## src/rtl/mdu_seq.sv

```systemverilog
`timescale 1ns/1ps
// mdu_seq: multi-cycle multiply/divide unit with HI/LO result registers (MIPS style).
// Define MDU_SIGNED_EN for two's-complement MULT/DIV; otherwise they alias MULTU/DIVU.
module mdu_seq #(
  parameter int N = 8
) (
  input  logic         clk,
  input  logic         rst_n,
  input  logic         start,
  input  logic [2:0]   op,
  input  logic [N-1:0] a,
  input  logic [N-1:0] b,
  output logic         busy,
  output logic         done,
  output logic [N-1:0] hi,
  output logic [N-1:0] lo
);

  localparam int CW = $clog2(N);

  typedef enum logic [1:0] {IDLE, CALC, FIX} state_t;

  state_t         state, next_state;
  logic [CW-1:0]  cnt;
  logic [2*N-1:0] acc;
  logic [N-1:0]   opr;
  logic           is_div;
  logic           accept, move;
  logic [N-1:0]   a_mag, b_mag;
  logic [N:0]     add_sum, shifted;
  logic [N-1:0]   trial;
  logic           fits;
  logic [2*N-1:0] prod;
  logic [N-1:0]   quo, rem;
  logic [N-1:0]   res_hi, res_lo;

  assign accept = start && !op[2] && (state == IDLE);
  assign move   = start && op[2] && !op[1] && (state == IDLE);
  assign busy   = (state != IDLE);

  // acc is {accumulator high half, multiplier} for mult and {remainder, quotient} for div
  assign add_sum = {1'b0, acc[2*N-1:N]} + {1'b0, opr};
  assign shifted = {acc[2*N-1:N], acc[N-1]};
  assign trial   = shifted[N-1:0] - opr;
  assign fits    = (shifted >= {1'b0, opr});

`ifdef MDU_SIGNED_EN
  localparam logic [N-1:0]   ONE  = {{(N-1){1'b0}}, 1'b1};
  localparam logic [2*N-1:0] ONE2 = {{(2*N-1){1'b0}}, 1'b1};

  logic a_neg, b_neg, a_neg_q, b_neg_q;

  assign a_neg = op[0] && a[N-1];
  assign b_neg = op[0] && b[N-1];
  assign a_mag = a_neg ? (~a + ONE) : a;
  assign b_mag = b_neg ? (~b + ONE) : b;

  always_ff @(posedge clk or negedge rst_n) begin
    if (!rst_n) begin
      a_neg_q <= 1'b0;
      b_neg_q <= 1'b0;
    end else if (accept) begin
      a_neg_q <= a_neg;
      b_neg_q <= b_neg;
    end
  end

  // After a divide by zero the remainder holds |a|, so the dividend-sign fix restores a as presented
  always_comb begin
    prod = acc;
    quo  = acc[N-1:0];
    rem  = acc[2*N-1:N];
    if (a_neg_q ^ b_neg_q) begin
      prod = ~acc + ONE2;
      quo  = ~acc[N-1:0] + ONE;
    end
    if (a_neg_q) begin
      rem = ~acc[2*N-1:N] + ONE;
    end
  end
`else
  assign a_mag = a;
  assign b_mag = b;
  assign prod  = acc;
  assign quo   = acc[N-1:0];
  assign rem   = acc[2*N-1:N];
`endif

  always_comb begin
    res_hi = prod[2*N-1:N];
    res_lo = prod[N-1:0];
    if (is_div) begin
      res_hi = rem;
      res_lo = (opr == '0) ? '1 : quo;
    end
  end

  always_ff @(posedge clk or negedge rst_n) begin
    if (!rst_n) begin
      state <= IDLE;
    end else begin
      state <= next_state;
    end
  end

  always_comb begin
    next_state = state;
    case (state)
      IDLE:    if (accept) next_state = CALC;
      CALC:    if (cnt == '0) next_state = FIX;
      FIX:     next_state = IDLE;
      default: next_state = IDLE;
    endcase
  end

  always_ff @(posedge clk or negedge rst_n) begin
    if (!rst_n) begin
      cnt    <= '0;
      acc    <= '0;
      opr    <= '0;
      is_div <= 1'b0;
      hi     <= '0;
      lo     <= '0;
      done   <= 1'b0;
    end else begin
      done <= 1'b0;
      case (state)
        IDLE: begin
          if (accept) begin
            is_div <= op[1];
            cnt    <= CW'(N-1);
            opr    <= op[1] ? b_mag : a_mag;
            acc    <= {{N{1'b0}}, (op[1] ? a_mag : b_mag)};
          end else if (move) begin
            if (op[0]) lo <= a;
            else       hi <= a;
            done <= 1'b1;
          end
        end
        CALC: begin
          cnt <= cnt - CW'(1);
          if (is_div) begin
            if (fits) acc <= {trial, acc[N-2:0], 1'b1};
            else      acc <= {shifted[N-1:0], acc[N-2:0], 1'b0};
          end else begin
            if (acc[0]) acc <= {add_sum, acc[N-1:1]};
            else        acc <= {1'b0, acc[2*N-1:1]};
          end
        end
        FIX: begin
          hi   <= res_hi;
          lo   <= res_lo;
          done <= 1'b1;
        end
        default: ;
      endcase
    end
  end

endmodule
```

## config.mk

```make
export PLATFORM = sky130hd
export DESIGN_NAME = mdu_seq
export DESIGN_NICKNAME = d
export VERILOG_FILES = /design/src/rtl/mdu_seq.sv
export SDC_FILE = /design/constraint.sdc
export NUM_CORES = 1
export LEC_CHECK = 0
export ABC_AREA = 1
export BUFFER_PORTS_ARGS = -buffer_cell sky130_fd_sc_hd__buf_4
export CAP_MARGIN = 40
export CORE_ASPECT_RATIO = 0.6
export CORE_MARGIN = 2
export CORE_UTILIZATION = 55
export DETAILED_ROUTE_END_ITERATION = 12
export PLACE_DENSITY = 0.76
export REMOVE_ABC_BUFFERS = 1
export SLEW_MARGIN = 10
export SYNTH_ARGS = -nofsm -noshare
export SYNTH_HDL_FRONTEND = slang
export SYNTH_SLANG_ARGS = --single-unit
```

## constraint.sdc

```tcl
create_clock -name clk -period 6.14 [get_ports clk]
set_clock_uncertainty 0.2 [all_clocks]
set_input_delay 0.614 -clock clk [delete_from_list [all_inputs] [get_ports clk]]
set_output_delay 0.614 -clock clk [all_outputs]
set_load 0.01 [all_outputs]
```

==> results of run 1 <==
## state kept, by name, indices dropped and copies added, names as in the netlist
register,flops
state,2
cnt,3
is_div,1
lo,8
hi,8
opr,8
acc,16
done,1
## layer usage
layer | vias up | part of all wire, %
met5 | - | 0
met4 | 0 | 0.99
met3 | 8 | 10
met2 | 160 | 42
met1 | 1461 | 47
li1 | 1575 | -
## cell families (layout without fill, tap and decap cells)
logic type / after synthesis / in the layout
xor+xnor: 3 / 3
flops: 47 / 47
simple gates: 202 / 202
buf+inv: 70 / 99
compound gates: 109 / 109
mux: 4 / 4
fa+ha+maj: 20 / 20
## through the flow
step	cells	utilization, %	total power [uW]	cell area [um2]	setup slack, ns
after floorplan	437	-	1660	3240	4.19
after global placement	556	63.3	2050	3630	3.85
after detailed placement	556	63.3	2090	3630	3.75
after CTS	564	65.7	2360	3760	3.72
after global routing	564	65.7	2620	3760	3.32
final	564	65.7	2390	3760	3.62
## critical path, stage by stage (launching register included)
cell	delay, ns
dfrtp_1	0.95
nand3_1	0.19
nor3_1	0.71
o21ai_0	0.22
a31oi_1	0.17
## layout make-up
type	count	area [um2]	area share (%)
clock buffer	6	72.6	1.93
clock inverter	2	60.1	1.60
inverter	52	199	5.29
multi-input combinational	338	1860	49.5
sequential	47	1180	31.3
tap	80	100	2.66
timing repair buffer	39	293	7.78
## synth_stat cells (all sizes together)
cell	count	area, um2
nor3b	1	7.51
a21o	4	30.0
o22ai	1	6.26
clkbuf	5	18.8
xor2	2	17.5
mux2	4	52.6
nor3	2	10.0
dfrtp	47	1180
o211ai	2	15.0
nand2	122	478
buf	13	91.3
ha	18	225
nand3	35	188
or2	1	6.26
a22oi	3	22.5
nor2	34	150
a31oi	16	106
fa	2	40.0
o21ai	43	226
nand3b	2	15.0
clkinv	1	5.00
a21oi	39	210
o21a	1	7.51
nand4	5	37.5
xnor2	1	8.76
inv	51	194
## path summary, 6_finish.rpt
check	endpoint	slack, ns	from	cells after the start
min in group clk	hi[4]$_DFFE_PN0P_	0.29	hi[4]$_DFFE_PN0P_	1
max	lo[7]$_DFFE_PN0P_	3.62	is_div$_DFFE_PN0P_	4
min reg2reg	hi[4]$_DFFE_PN0P_	0.29	hi[4]$_DFFE_PN0P_	1
min	opr[0]$_DFFE_PN0P_	0.1	rst_n	1
max reg2reg	lo[7]$_DFFE_PN0P_	3.62	is_div$_DFFE_PN0P_	4
max in group asynchronous	acc[15]$_DFFE_PN0P_	5.23	rst_n	1
## report_power, final
part / switching, uW / internal, uW
clock network: 107 / 163
registers: 169 / 462
logic: 918 / 577
total: 1190 / 1200
==> results.txt, run 1 <==
Status = complete, no violations
Most Crowded Layer GR = met2
Leakage = 0.00189 uW
Met1 Track Usage GR = 39.7%
Xor/xnor share of the synthesized area = 0.785%
DRT antenna net count = 0
Maximum clock insertion buffer count = 2
HPWL after DPL = 6680 um
Antenna violations before repair = 0
Cell Rows = 21
IO Pins = 40
Fmax achieved = 396 MHz
Total GRT Usage = 27.1%
Final setup vio count = 0
Initial DRC Count = 332
Wirelength, routed = 8590 um
Syn Inst Count = 455
Commonest cells after routing, fill and taps aside = 116 x nand2_1, 47 x dfrtp_1, 46 x inv_1, 39 x buf_4, 37 x a21oi_1
Post-Syn Area per Cell = 7.35 um2
Post-CTS Setup Repair Bufs = 0
Mux cell area share after synthesis = 1.57%
CTS tree = done
Period minus WS final = 2.52 ns
Die X = 105 um
Post-synthesis adder-cell area fraction = 7.93%
Initial Util = 58.4%
H-tree levels = 2
Synthesized area = 3350 um2
Post-cts repair resize count = 0
Peak VDD IR = 288 uV
Root Buffer = clkbuf_8
Unrepaired setup endpoints after global routing = false
Clk sinks = 47
Unique masters post-synth = 43
Vias = 3,204
Register area share after synthesis = 35.2%
Startpoint Class = flop
Largest net degree at the start of global routing = 48
Setup CP Type = flop to flop
M3 GR Usage = 6.44%
Pwr/cell area = 637 nW/um2
Compound-cell area share of the yosys netlist = 18.7%
Vias per cell = 5.68
GRT overflow = 0
DRC = 0
Die height = 64.4 um
Nets@finish = 525
Worst Hold Class = input pin to asynchronous set/reset pin
Port bufs = 39
FF+latch count, synth = 47
Tcrit/Tclk final = 41.1%
Clock transition at path regs = 0.09 ns
Gpl congestion = 0.961
Critical Path AT = 2.55 ns
Ratio of cells with drive above 1 in the final layout = 15.3%
Yosys warns = 0
First-pass GRT wire length = 14,400 um
CTS hold repair buffers = 0
Die area = 6740 um2
Slew HR = 39.5%
Simple-Gate Fraction of Synth Area = 26.7%
Grt met2 use = 41.0%
Fill count = 509
P&R area growth vs syn = 12.4%
Core footprint = 5730 um2
Critical path capture point type = flop
Setup TNS = 0 ns
Diodes inserted = 0
Worst Tran Pin Value = 0.907 ns
Routed WL per cell = 15.2 um
Vias in the first global route = 2,901
Commonest non-fill, non-tap cell in the layout = nand2_1
Final count of hold timing violations = 0
Largest family of logic cells by synthesized area = simple AND/OR/NAND/NOR gates
Insertion delay to the later sink of the worst-skew pair = 0.30 ns
CTS Buf Count = 5
Slew Viols, Final = 0
Max FO, Critical Path = 31
Hold WS = 0.0996 ns
Max-cap check violation count = 0
First drt pass iteration count = 5
Req. time, crit path = 6.17 ns
Power figures use the tool's default switching activity.
==> inputs of run 2 (changes only) <==
--- a/config.mk
+++ b/config.mk
@@ -5,7 +5,7 @@
 export SDC_FILE = /design/constraint.sdc
 export NUM_CORES = 1
 export LEC_CHECK = 0
-export ABC_AREA = 1
+export ABC_AREA = 0
 export BUFFER_PORTS_ARGS = -buffer_cell sky130_fd_sc_hd__buf_4
 export CAP_MARGIN = 40
 export CORE_ASPECT_RATIO = 0.6
==> constraint.sdc (replaced) <==
create_clock -name clk -period 2.6 [get_ports clk]
set_clock_uncertainty 0.2 [all_clocks]
set_input_delay 0.26 -clock clk [delete_from_list [all_inputs] [get_ports clk]]
set_output_delay 0.26 -clock clk [all_outputs]
set_load 0.01 [all_outputs]
==> results.txt, run 2 <==
Antenna violations before repair = 0 (unchanged)
Period minus WS final = 2.38 ns (-0.146 ns)
First drt pass iteration count = 4 (-1)
Root Buffer = clkbuf_8
Post-Syn Area per Cell = 9.07 um2 (+23%)
GRT overflow = 0 (unchanged)
Fill count = 475 (-6.7%)
CTS Buf Count = 5 (unchanged)
Initial DRC Count = 161 (-52%)
Pwr/cell area = 1420 nW/um2 (+120%)
Overall Power = 5210 uW (+120%)
Register area share after synthesis = 36.7% (+1.6 points)
DRC = 0 (unchanged)
Final Cell Area = 3670 um2 (-2.5%)
Cell Rows = 21 (unchanged)
Peak VDD IR = 881 uV (+210%)
Setup crit start = acc[7]$_DFFE_PN0P_
Number of flops mapped to enable cells by yosys = 0 (unchanged)
Synthesized area = 3200 um2 (-4.3%)
Initial Util = 57.2% (-1.2 points)
Routed WL per cell = 17.3 um (+14%)
Max FO, Critical Path = 4 (-87%)
Most used cell, CP = inv_1
Final count of hold timing violations = 0 (unchanged)
Hold path cells = 3
Gpl congestion = 0.945 (-1.7%)
Die height = 63.1 um (-2.0%)
Clock transition at path regs = 0.10 ns (about the same)
FF+latch count, synth = 47 (unchanged)
Area leader, netlist = dfrtp_1
H-tree levels = 2 (unchanged)
Core footprint = 5600 um2 (-2.3%)
Critical path capture point type = flop
Worst path max stage delay = 0.43 ns (-0.52 ns)
Reg with most FFs = acc
Maximum clock insertion buffer count = 2 (unchanged)
Setup TNS = 0 ns (unchanged)
Slowest CP cell = dfrtp_1
Synth top area share = 36.7% (+1.6 points)
Commonest cells after routing, fill and taps aside = 46 x nand2_1, 45 x dfrtp_1, 45 x buf_4, 40 x o21ai_0, 36 x mux2i_1
Vias per cell = 5.95 (+4.8%)
Worst Tran Pin Value = 0.752 ns (-0.155 ns)
Hold WS = 0.0504 ns (-0.0492 ns)
Insertion delay to the later sink of the worst-skew pair = 0.30 ns (about the same)
Slew Viols, Final = 0 (unchanged)
RR Startpoint = acc[7]$_DFFE_PN0P_
Vias in the first global route = 2,747 (-5.3%)
Max reg flops = 16 (unchanged)
Worst R2R Path Depth = 10 (+6)
Synth area leaders = dfrtp_1 37%, mux2i_1 11%, ha_1 7.0%
Ratio of cells with drive above 1 in the final layout = 17.5% (+2.2 points)
Commonest non-fill, non-tap cell in the layout = nand2_1
Worst hold start = b[5]
Unique masters post-synth = 47 (+9.3%)
Top cells by count, synth = 47 x dfrtp_1, 46 x nand2_1, 40 x o21ai_0
Setup CP Type = flop to flop
Diodes inserted = 0 (unchanged)
Nets@finish = 430 (-18%)
Leakage = 0.00168 uW (-11%)
Syn Inst Count = 353 (-22%)
Vias = 2,791 (-13%)
DRT antenna net count = 0 (unchanged)
HPWL after DPL = 6010 um (-10%)
Slew HR = 49.7% (+10 points)
Largest net degree at the start of global routing = 48 (unchanged)
Asr flop ratio synth = 100% (unchanged)
Fmax achieved = 421 MHz (+6.1%)
P&R area growth vs syn = 14.5%
Final setup vio count = 0 (unchanged)
First-pass GRT wire length = 13,900 um (-3.7%)
Unrepaired setup endpoints after global routing = false
Die area = 6470 um2 (-4.1%)
Cells along the critical path = inv_1 -> ha_1 -> inv_1 -> fa_2 -> a211oi_2 -> o21ai_0 -> a21oi_1 -> xor2_1 -> and3_1 -> nor3_1
Total GRT Usage = 27.6% (+0.46 points)
Dpl cell area = 3550 um2 (-2.1%)
Req. time, crit path = 2.62 ns (-3.55 ns)
Max-cap check violation count = 0 (unchanged)
Top FF cell, synth = dfrtp_1
Port bufs = 39 (unchanged)
Tcrit/Tclk final = 91.4% (+50 points)
Post-CTS Setup Repair Bufs = 0 (unchanged)
Yosys warns = 0 (unchanged)
Die X = 103 um (-2.1%)
Wirelength, routed = 8130 um (-5.4%)
Startpoint Class = flop
CTS tree = done
Clk sinks = 47 (unchanged)
Most frequent cell after synthesis = dfrtp_1
Critical Path AT = 2.40 ns (-0.15 ns)
Status = complete, no violations
IO Pins = 40 (unchanged)
Worst Hold Class = input pin to flop
-- run 2: cell count changes in the layout (fill, tap and decap cells not counted), moves of 7 or more --
cell      previous run  this run
a21oi_1             37        13
a31oi_1             15         4
inv_1               46        24
mux2i_1              0        36
nand2_1            116        46
nand3_1             34         8
nor2_1              29        10
o211ai_1             2        11
o21ai_0             31        40
o22ai_1              1         8
-- run 2: cell families (layout without fill, tap and decap cells) --
logic type / after synthesis / in the layout / synth area share [%]
AOI/OAI and AO/OA: 112 / 112 / 22.4
xor gates and xnor gates: 11 / 11 / 3.01
adders and majority gates: 20 / 20 / 8.28
buffers and inverters: 42 / 78 / 5.63
DFF: 47 / 47 / 36.7
muxes: 38 / 38 / 12.1
and+or+nand+nor: 83 / 83 / 11.9
-- run 2: layout make-up --
class / instances / area [um2] / area share [%]
multi-input combinational: 264 / 1860 / 50.7
sequential: 47 / 1180 / 32.1
timing repair buffer: 46 / 348 / 9.48
tap: 80 / 100 / 2.73
inverter: 24 / 90.1 / 2.46
clock buffer: 5 / 68.8 / 1.88
clock inverter: 3 / 22.5 / 0.614
-- run 2: timing repair --
item | in CTS | in global routing
gates resized for setup | 0 | 5
endpoints found under the setup margin | 0 | 3
endpoints found under the hold margin | 47 | 0
hold buffers | 1 | 0
-- run 2: path summary, 6_finish.rpt --
| check | to | slack, ns |
|---|---|---|
| min reg2reg | hi[0]$_DFFE_PN0P_ | 0.29 |
| max reg2reg | acc[14]$_DFFE_PN0P_ | 0.22 |
| max | acc[14]$_DFFE_PN0P_ | 0.22 |
| min | opr[5]$_DFFE_PN0P_ | 0.05 |
| max in group asynchronous | opr[0]$_DFFE_PN0P_ | 1.45 |
| min in group asynchronous | hi[3]$_DFFE_PN0P_ | 0.31 |
-- run 2: worst max-delay path, delay by kind of cell, from the launching register on --
kind / cells / cell delay (ns)
fa+ha+maj: 2 / 0.58
simple gates: 2 / 0.35
compound gates: 3 / 0.48
flops: 1 / 0.43
xor+xnor: 1 / 0.08
buf+inv: 2 / 0.17
-- run 2: per-stage QoR --
stage	setup slack [ns]	std cells	util, %
3_3_place_gp	0.263	460	63.5
4_1_cts	0.145	469	65.3
6_report	0.223	469	65.5
2_1_floorplan	0.147	335	-
5_1_grt	0.0385	469	65.5
3_5_place_dp	0.166	460	63.5
-- run 2: power by group --
| group | internal, uW | leakage (uW) | switching [uW] | total, uW |
|---|---|---|---|---|
| Clock | 195 | 0.0000489 | 275 | 470 |
| Combinational | 1440 | 0.00106 | 1770 | 3210 |
| Sequential | 1090 | 0.000578 | 441 | 1530 |
-- run 2: routing by layer --
| metal | up-vias | GRT usage [%] | wire, um |
|---|---|---|---|
| li1 | 1328 | - | - |
| met1 | 1341 | 42.7 | 3870 |
| met2 | 116 | 37.7 | 3380 |
| met3 | 6 | 8.21 | 837 |
| met4 | 0 | 6.17 | 40 |
| met5 | - | 0 | 0 |
